==> src/rtl/uart_tx.sv <==
// UART transmitter: start, DATA_BITS data bits (LSB first), STOP_BITS stop bits.
// Define UART_TX_PARITY_EN to insert an even-parity bit after the data bits.
module uart_tx #(
  parameter int DATA_BITS = 8,
  parameter int STOP_BITS = 1
) (
  input  logic                 clk,
  input  logic                 rst,
  input  logic                 baud_tick,
  output logic                 baud_en,
  input  logic [DATA_BITS-1:0] tx_data,
  input  logic                 tx_valid,
  output logic                 tx_ready,
  output logic                 tx,
  output logic                 tx_busy
);

  localparam int CW = $clog2(DATA_BITS + 1);

  typedef enum logic [2:0] {
    IDLE,
    START,
    DATA,
`ifdef UART_TX_PARITY_EN
    PARITY,
`endif
    STOP
  } state_e;

  state_e                 state_q, state_d;
  logic [DATA_BITS-1:0]   shift_q, shift_d;
  logic [CW-1:0]          cnt_q, cnt_d;
  logic                   stop_q, stop_d;
  logic                   tx_q, tx_d;
  logic                   ready_q, ready_d;
`ifdef UART_TX_PARITY_EN
  logic                   par_q, par_d;
`endif

  always_comb begin
    state_d = state_q;
    shift_d = shift_q;
    cnt_d   = cnt_q;
    stop_d  = stop_q;
    tx_d    = tx_q;
`ifdef UART_TX_PARITY_EN
    par_d   = par_q;
`endif
    unique case (state_q)
      IDLE: begin
        tx_d = 1'b1;
        if (tx_valid && ready_q) begin
          shift_d = tx_data;
          cnt_d   = '0;
          stop_d  = 1'b0;
`ifdef UART_TX_PARITY_EN
          par_d   = ^tx_data;
`endif
          state_d = START;
          tx_d    = 1'b0;
        end
      end
      START: begin
        if (baud_tick) begin
          state_d = DATA;
          tx_d    = shift_q[0];
        end
      end
      DATA: begin
        if (baud_tick) begin
          // tx shows the bit the shift register exposes next
          shift_d = shift_q >> 1;
          cnt_d   = cnt_q + CW'(1);
          if (cnt_q == CW'(DATA_BITS - 1)) begin
`ifdef UART_TX_PARITY_EN
            state_d = PARITY;
            tx_d    = par_q;
`else
            state_d = STOP;
            tx_d    = 1'b1;
`endif
          end else begin
            tx_d = shift_q[1];
          end
        end
      end
`ifdef UART_TX_PARITY_EN
      PARITY: begin
        if (baud_tick) begin
          state_d = STOP;
          tx_d    = 1'b1;
        end
      end
`endif
      STOP: begin
        tx_d = 1'b1;
        if (baud_tick) begin
          if (stop_q == 1'(STOP_BITS - 1)) begin
            state_d = IDLE;
          end else begin
            stop_d = 1'b1;
          end
        end
      end
      default: begin
        state_d = IDLE;
        tx_d    = 1'b1;
      end
    endcase
    ready_d = (state_d == IDLE);
  end

  always_ff @(posedge clk or posedge rst) begin
    if (rst) begin
      state_q <= IDLE;
      shift_q <= '0;
      cnt_q   <= '0;
      stop_q  <= 1'b0;
      tx_q    <= 1'b1;
      ready_q <= 1'b0;
`ifdef UART_TX_PARITY_EN
      par_q   <= 1'b0;
`endif
    end else begin
      state_q <= state_d;
      shift_q <= shift_d;
      cnt_q   <= cnt_d;
      stop_q  <= stop_d;
      tx_q    <= tx_d;
      ready_q <= ready_d;
`ifdef UART_TX_PARITY_EN
      par_q   <= par_d;
`endif
    end
  end

  assign tx       = tx_q;
  assign tx_ready = ready_q;
  assign tx_busy  = (state_q != IDLE);
  assign baud_en  = (state_q != IDLE);

endmodule

==> config.mk <==
export PLATFORM = sky130hd
export DESIGN_NAME = uart_tx
export DESIGN_NICKNAME = d
export VERILOG_FILES = /design/src/rtl/uart_tx.sv
export SDC_FILE = /design/constraint.sdc
export NUM_CORES = 1
export LEC_CHECK = 0
export CAP_MARGIN = 20
export CORE_ASPECT_RATIO = 1.75
export CORE_MARGIN = 4
export CORE_UTILIZATION = 25
export DETAILED_ROUTE_END_ITERATION = 16
export PLACE_DENSITY = 0.43
export SYNTH_ARGS = -nofsm -noshare
export SYNTH_HDL_FRONTEND = slang
export SYNTH_SLANG_ARGS = --single-unit
export TNS_END_PERCENT = 20
==> constraint.sdc <==
create_clock -name clk -period 1.85 [get_ports clk]
set_clock_uncertainty 0.2 [all_clocks]
set_input_delay 0.185 -clock clk [delete_from_list [all_inputs] [get_ports clk]]
set_output_delay 0.185 -clock clk [all_outputs]
set_load 0.01 [all_outputs]
# After elaboration in Yosys (flattened, before gate mapping)
# Cells that the tools add are included.
[op_classes]
addsub = 1
eq_ne = 8
mux = 22
reduce_logical = 9
[ops]
columns = ["operator", "count"]
rows = [
  ["$mux W3", 6],
  ["$mux W8", 2],
  ["$pmux W8 S2", 1],
  ["$pmux W3 S4", 1],
  ["$mux W4", 2],
  ["$ne A2 B2 Y1 const B", 4],
  ["$pmux W4 S2", 1],
  ["$mux W1", 7],
  ["$eq A3 B2 Y1 const B", 2],
  ["$logic_not A3 Y1", 2],
  ["$reduce_and A3 Y1", 2],
  ["$add A4 B1 Y4 const B", 1],
  ["$eq A4 B3 Y1 const B", 1],
  ["$reduce_bool A2 Y1", 2],
  ["$eq A3 B1 Y1 const B", 1],
  ["$pmux W1 S3", 1],
  ["$reduce_bool A3 Y1", 1],
  ["$pmux W1 S2", 1],
  ["$reduce_and A2 Y1", 1],
  ["$logic_and A1 B1 Y1", 1],
]
[word_totals]
register_bits = 18
input_bits = 12
output_inout_bits = 4

# Logic depth before layout (Yosys ltp)
[depth]
word_depth = 5
ltp_mapped = 6

# Least setup slack after synthesis
# OpenSTA, ideal clock, no wires.
[synth_timing]
path_type = "register to register"
startpoint = "register state_q[2]"
endpoint = "register cnt_q[2]"
setup_ns = 0.121
arrival_ns = 1.419
required_ns = 1.529
slack_ns = 0.110
stages_incl_launch_ff = 6
n_path_buf = 1
path_cell_list = "dfrtp_1 -> buf_4 -> or3_1 -> nor2_2 -> o21ai_1 -> a22o_1"
[synth_via]
elab_chain_cells = 3
[synth_rtl]
columns = ["element", "line_no", "text"]
rows = [
  ["from (decl)", "30", "state_e state_q, state_d;"],
  ["from (signal assigned)", "125", "state_q <= state_d;"],
  ["$eq A3 B2 Y1 or $logic_not A3 Y1 (tied branches)", "49", "unique case (state_q)"],
  ["$ne A2 B2 Y1 (no line) or $reduce_bool A2 Y1 (tied branches)", "n/a", ""],
  ["$reduce_and A3 Y1 (no line)", "n/a", ""],
  ["to (signal assigned)", "127", "cnt_q <= cnt_d;"],
  ["to (decl)", "32", "logic [CW-1:0] cnt_q, cnt_d;"],
]
# Several ways; a longest one is shown, not always the timed one.
# A chain may end at the register's enable or synchronous reset.

# Worst setup path after layout
[layout_timing]
startpoint = "register state_q[1]"
endpoint = "output port baud_en"
[layout_via]
elab_chain_cells = 1
[layout_rtl]
columns = ["element", "line_no", "text"]
rows = [
  ["$reduce_bool A3 Y1", "140", "assign baud_en = (state_q != IDLE);"],
  ["to (decl)", "10", "output logic baud_en,"],
]
# Every way passes these cells.

==> impl_metrics.ini <==
[grt]
grt_overflow = 0
global_route_wire_length_before_repair_microns = 3120
grt_util_all_layers_pct = 9.42
number_of_global_route_vias_before_repair = 670
pin_count_of_the_biggest_net_entering_global_routing = 18
antenna_found_initial = 0

[setup_path]
crit_path_top_delay_cell = sky130_fd_sc_hd__dfrtp_2
timing.critical_path.cells = or3_4 -> dlygate4sd2_1
cp_top_family = flip-flops
critPathCaptureType = primary output
crit_path_max_fanout = 8
worst_setup_path_start_kind = flop
critPathMaxStageDelay_ps = 470
timing.setup.critical_path_class = flop to primary output
worst-endpoint-arrival_ps = 1380
critical_path_buf_inv_count = 1
worst-endpoint-required_ps = 1460

[placed_design]
portBuffers = 15
routability_congestion_estimate = 0.762
placedInstanceArea_sq_mm = 0.00112
dp.final_hpwl_microns = 1470
dp.cells = 151

[finish]
multi_input_area_sq_um = 408
antennaDiodeCount = 0
layout.cells.most_common_list = 15 x sky130_fd_sc_hd__dfrtp_1, 13 x sky130_fd_sc_hd__clkdlybuf4s50_1, 10 x sky130_fd_sc_hd__nor2_1
post_route_insts_no_fill = 155
share_of_final_layout_standard_cells_stronger_than_drive_strength_1_pct = 18.2
mostFrequentLayoutCell = sky130_fd_sc_hd__dfrtp_1
regArea_sq_um = 428
syn2layout_area_growth_pct = 31.4
final_design_area_no_fill_sq_mm = 0.00117
final.fill_count = 375
fin_nets = 124

[synth]
yosysUniqueCellTypes = 30
synth_top_area_share_pct = 44.9
ys_top_cells_by_area = sky130_fd_sc_hd__dfrtp_1 45%, sky130_fd_sc_hd__mux2i_1 9.0%, sky130_fd_sc_hd__a21oi_1 4.5%
synth_seq_cells = 17
synthDominantAreaCellType = sky130_fd_sc_hd__dfrtp_1
synthCells = 88
postSynthAreaPerCell_sq_um = 10.1
synth.net_count = 101
syn_area_sq_um = 892
ys.warnings.count = 0
synth_sequential_area_ratio_pct = 47.8

[die]
floorplan.die.width_microns = 53.2
pin_count = 16
floorplan.core_area_sq_mm = 0.00340
start_util_pct = 26.3
rows = 28
die-area_sq_mm = 0.00463
chipHeight_microns = 87.0

[routing]
drt-total-wl_microns = 1880
routed-via-count = 680
firstDrtPassIters = 4
route.detailed.drc = 0
antenna_left = 0
post_drt_via_cell_ratio = 4.39
route.detailed.wl_per_inst_microns = 12.1
initialDrtViolationCount = 20

[clocking]
tritoncts.num_buffers = 3
cts.sink_count = 17
h-tree-depth = 1
number_of_setup_buffers_added_after_cts = 0
clock_tree_from_tritoncts = yes
clk-insertion-delay-late_ps = 250
clkSlewWorstSetupHoldPaths_ps = 70
cts_hold_repair.buffers = 0
cell_at_the_root_of_the_clock_tree = sky130_fd_sc_hd__clkbuf_8
clock_tree_buffer_depth = 2

[sta]
setup_repair_after_global_routing_missed_its_margin = false
timing_hold_violations_final = 0
report.final.setup_viol = 0
drv_slew = 0
achievable-frequency_mhz = 567
tns_ps = 0
post-route-min-period_ps = 1760
post-route-period-util_pct = 95.4

[status]
outcome = complete, no violations

[power_and_ir_drop]
power.leakage_nw = 0.469
vdd_ir_drop_max_mv = 0.469
cellPowerDensity_mw_per_mm2 = 859

[flow_run]
maxCapViolCount = 0

[hold_path]
min_path_type = input port to asynchronous set/reset pin
## what timing repair did
action	4_1_cts	5_1_grt
resized for setup	3	1
endpoints found under the hold margin	0	0
setup endpoints to repair	2	1
## cell usage after synthesis
cell type and count:
sky130_fd_sc_hd__o21ai_1 4, sky130_fd_sc_hd__nor4_1 2, sky130_fd_sc_hd__nand3b_4 1, sky130_fd_sc_hd__mux2i_1 8
sky130_fd_sc_hd__o22ai_1 1, sky130_fd_sc_hd__nor2_1 10, sky130_fd_sc_hd__nand3_1 2, sky130_fd_sc_hd__a2111oi_2 1
sky130_fd_sc_hd__xnor2_1 3, sky130_fd_sc_hd__nor3b_1 1, sky130_fd_sc_hd__a31oi_1 2, sky130_fd_sc_hd__or3_1 1
sky130_fd_sc_hd__buf_4 3, sky130_fd_sc_hd__o21ai_0 1, sky130_fd_sc_hd__buf_2 2, sky130_fd_sc_hd__a21oi_1 8
sky130_fd_sc_hd__nor3_1 1, sky130_fd_sc_hd__a211oi_1 1, sky130_fd_sc_hd__a311o_1 1, sky130_fd_sc_hd__a22o_1 1
sky130_fd_sc_hd__ha_1 1, sky130_fd_sc_hd__a211oi_4 1, sky130_fd_sc_hd__inv_1 5, sky130_fd_sc_hd__dfrtp_1 16
sky130_fd_sc_hd__buf_6 1, sky130_fd_sc_hd__conb_1 1, sky130_fd_sc_hd__dfstp_2 1, sky130_fd_sc_hd__nand2_1 6
sky130_fd_sc_hd__nor2_2 1, sky130_fd_sc_hd__a21o_1 1
## per-stage QoR
| step | power [W] | utilization [%] | worst slack [ps] | hold WS [ps] |
|---|---|---|---|---|
| 2_1_floorplan | 0.000648 | - | 110 | -89.7 |
| 3_3_place_gp | 0.000732 | 33.0 | 53.3 | 291 |
| 3_5_place_dp | 0.000741 | 33.0 | 15.7 | 316 |
| 4_1_cts | 0.00103 | 34.4 | 39.3 | 51.0 |
| 5_1_grt | 0.00108 | 34.5 | 45.1 | 77.1 |
| 6_report | 0.00101 | 34.5 | 85.8 | 41.5 |
## state kept, by name, summed over array words and instances (netlist names)
register  count
shift_q       8
tx            1
state_q       3
cnt_q         4
tx_ready      1
## cell type report
cell class	instances	area share, %
well taps	45	4.80
clock inverters	1	0.427
clock buffers	3	3.52
inverters	5	1.60
flip-flops and latches	17	36.5
multi-input cells	60	34.8
repair buffers	24	18.4
## layer usage
layer	GRT usage (%)	up-vias	part of all wire (%)
met5	0	-	0
met4	5.58	0	1.9
met3	1.54	4	2.7
met2	16.1	12	56
met1	10.6	315	39
li1	-	349	-
## report_power, final
| group | internal [W] | switching (W) | leakage (nW) |
|---|---|---|---|
| registers | 0.000448 | 0.0000493 | 0.202 |
| logic | 0.000121 | 0.000107 | 0.241 |
| clock network | 0.000149 | 0.000132 | 0.0255 |
## cell families after synthesis
| kind of cell | share of synthesized area, % |
|---|---|
| and+or+nand+nor | 14.3 |
| muxes | 8.98 |
| buffers and inverters | 7.01 |
| xor gates and xnor gates | 2.95 |
| adders and majority gates | 1.40 |
| DFF | 47.8 |
| other | 0.420 |
| AOI/OAI and AO/OA | 17.1 |
## path summary, 6_finish.rpt
check | start | to | slack (ps) | depth (start not counted)
worst max-delay path | state_q[1]$_DFF_PP0_ | baud_en | 90 | 2
max in group asynchronous | rst | tx$_DFFE_PP1P_ | 1160 | 3
worst min register to register | cnt_q[0]$_DFFE_PP0P_ | cnt_q[0]$_DFFE_PP0P_ | 320 | 1
worst max register to register | state_q[1]$_DFF_PP0_ | cnt_q[2]$_DFFE_PP0P_ | 190 | 4
min in group clk | tx_data[7] | shift_q[7]$_DFFE_PP0P_ | 270 | 3
worst min-delay path | rst | state_q[1]$_DFF_PP0_ | 40 | 3
## worst register-to-register path: stages, from the launching register on
cell                      delay, ps
sky130_fd_sc_hd__dfrtp_2        470
sky130_fd_sc_hd__or3_4          370
sky130_fd_sc_hd__nor2_2         180
sky130_fd_sc_hd__o21ai_1        100
sky130_fd_sc_hd__a22o_1         240
Power figures use the tool's default switching activity.
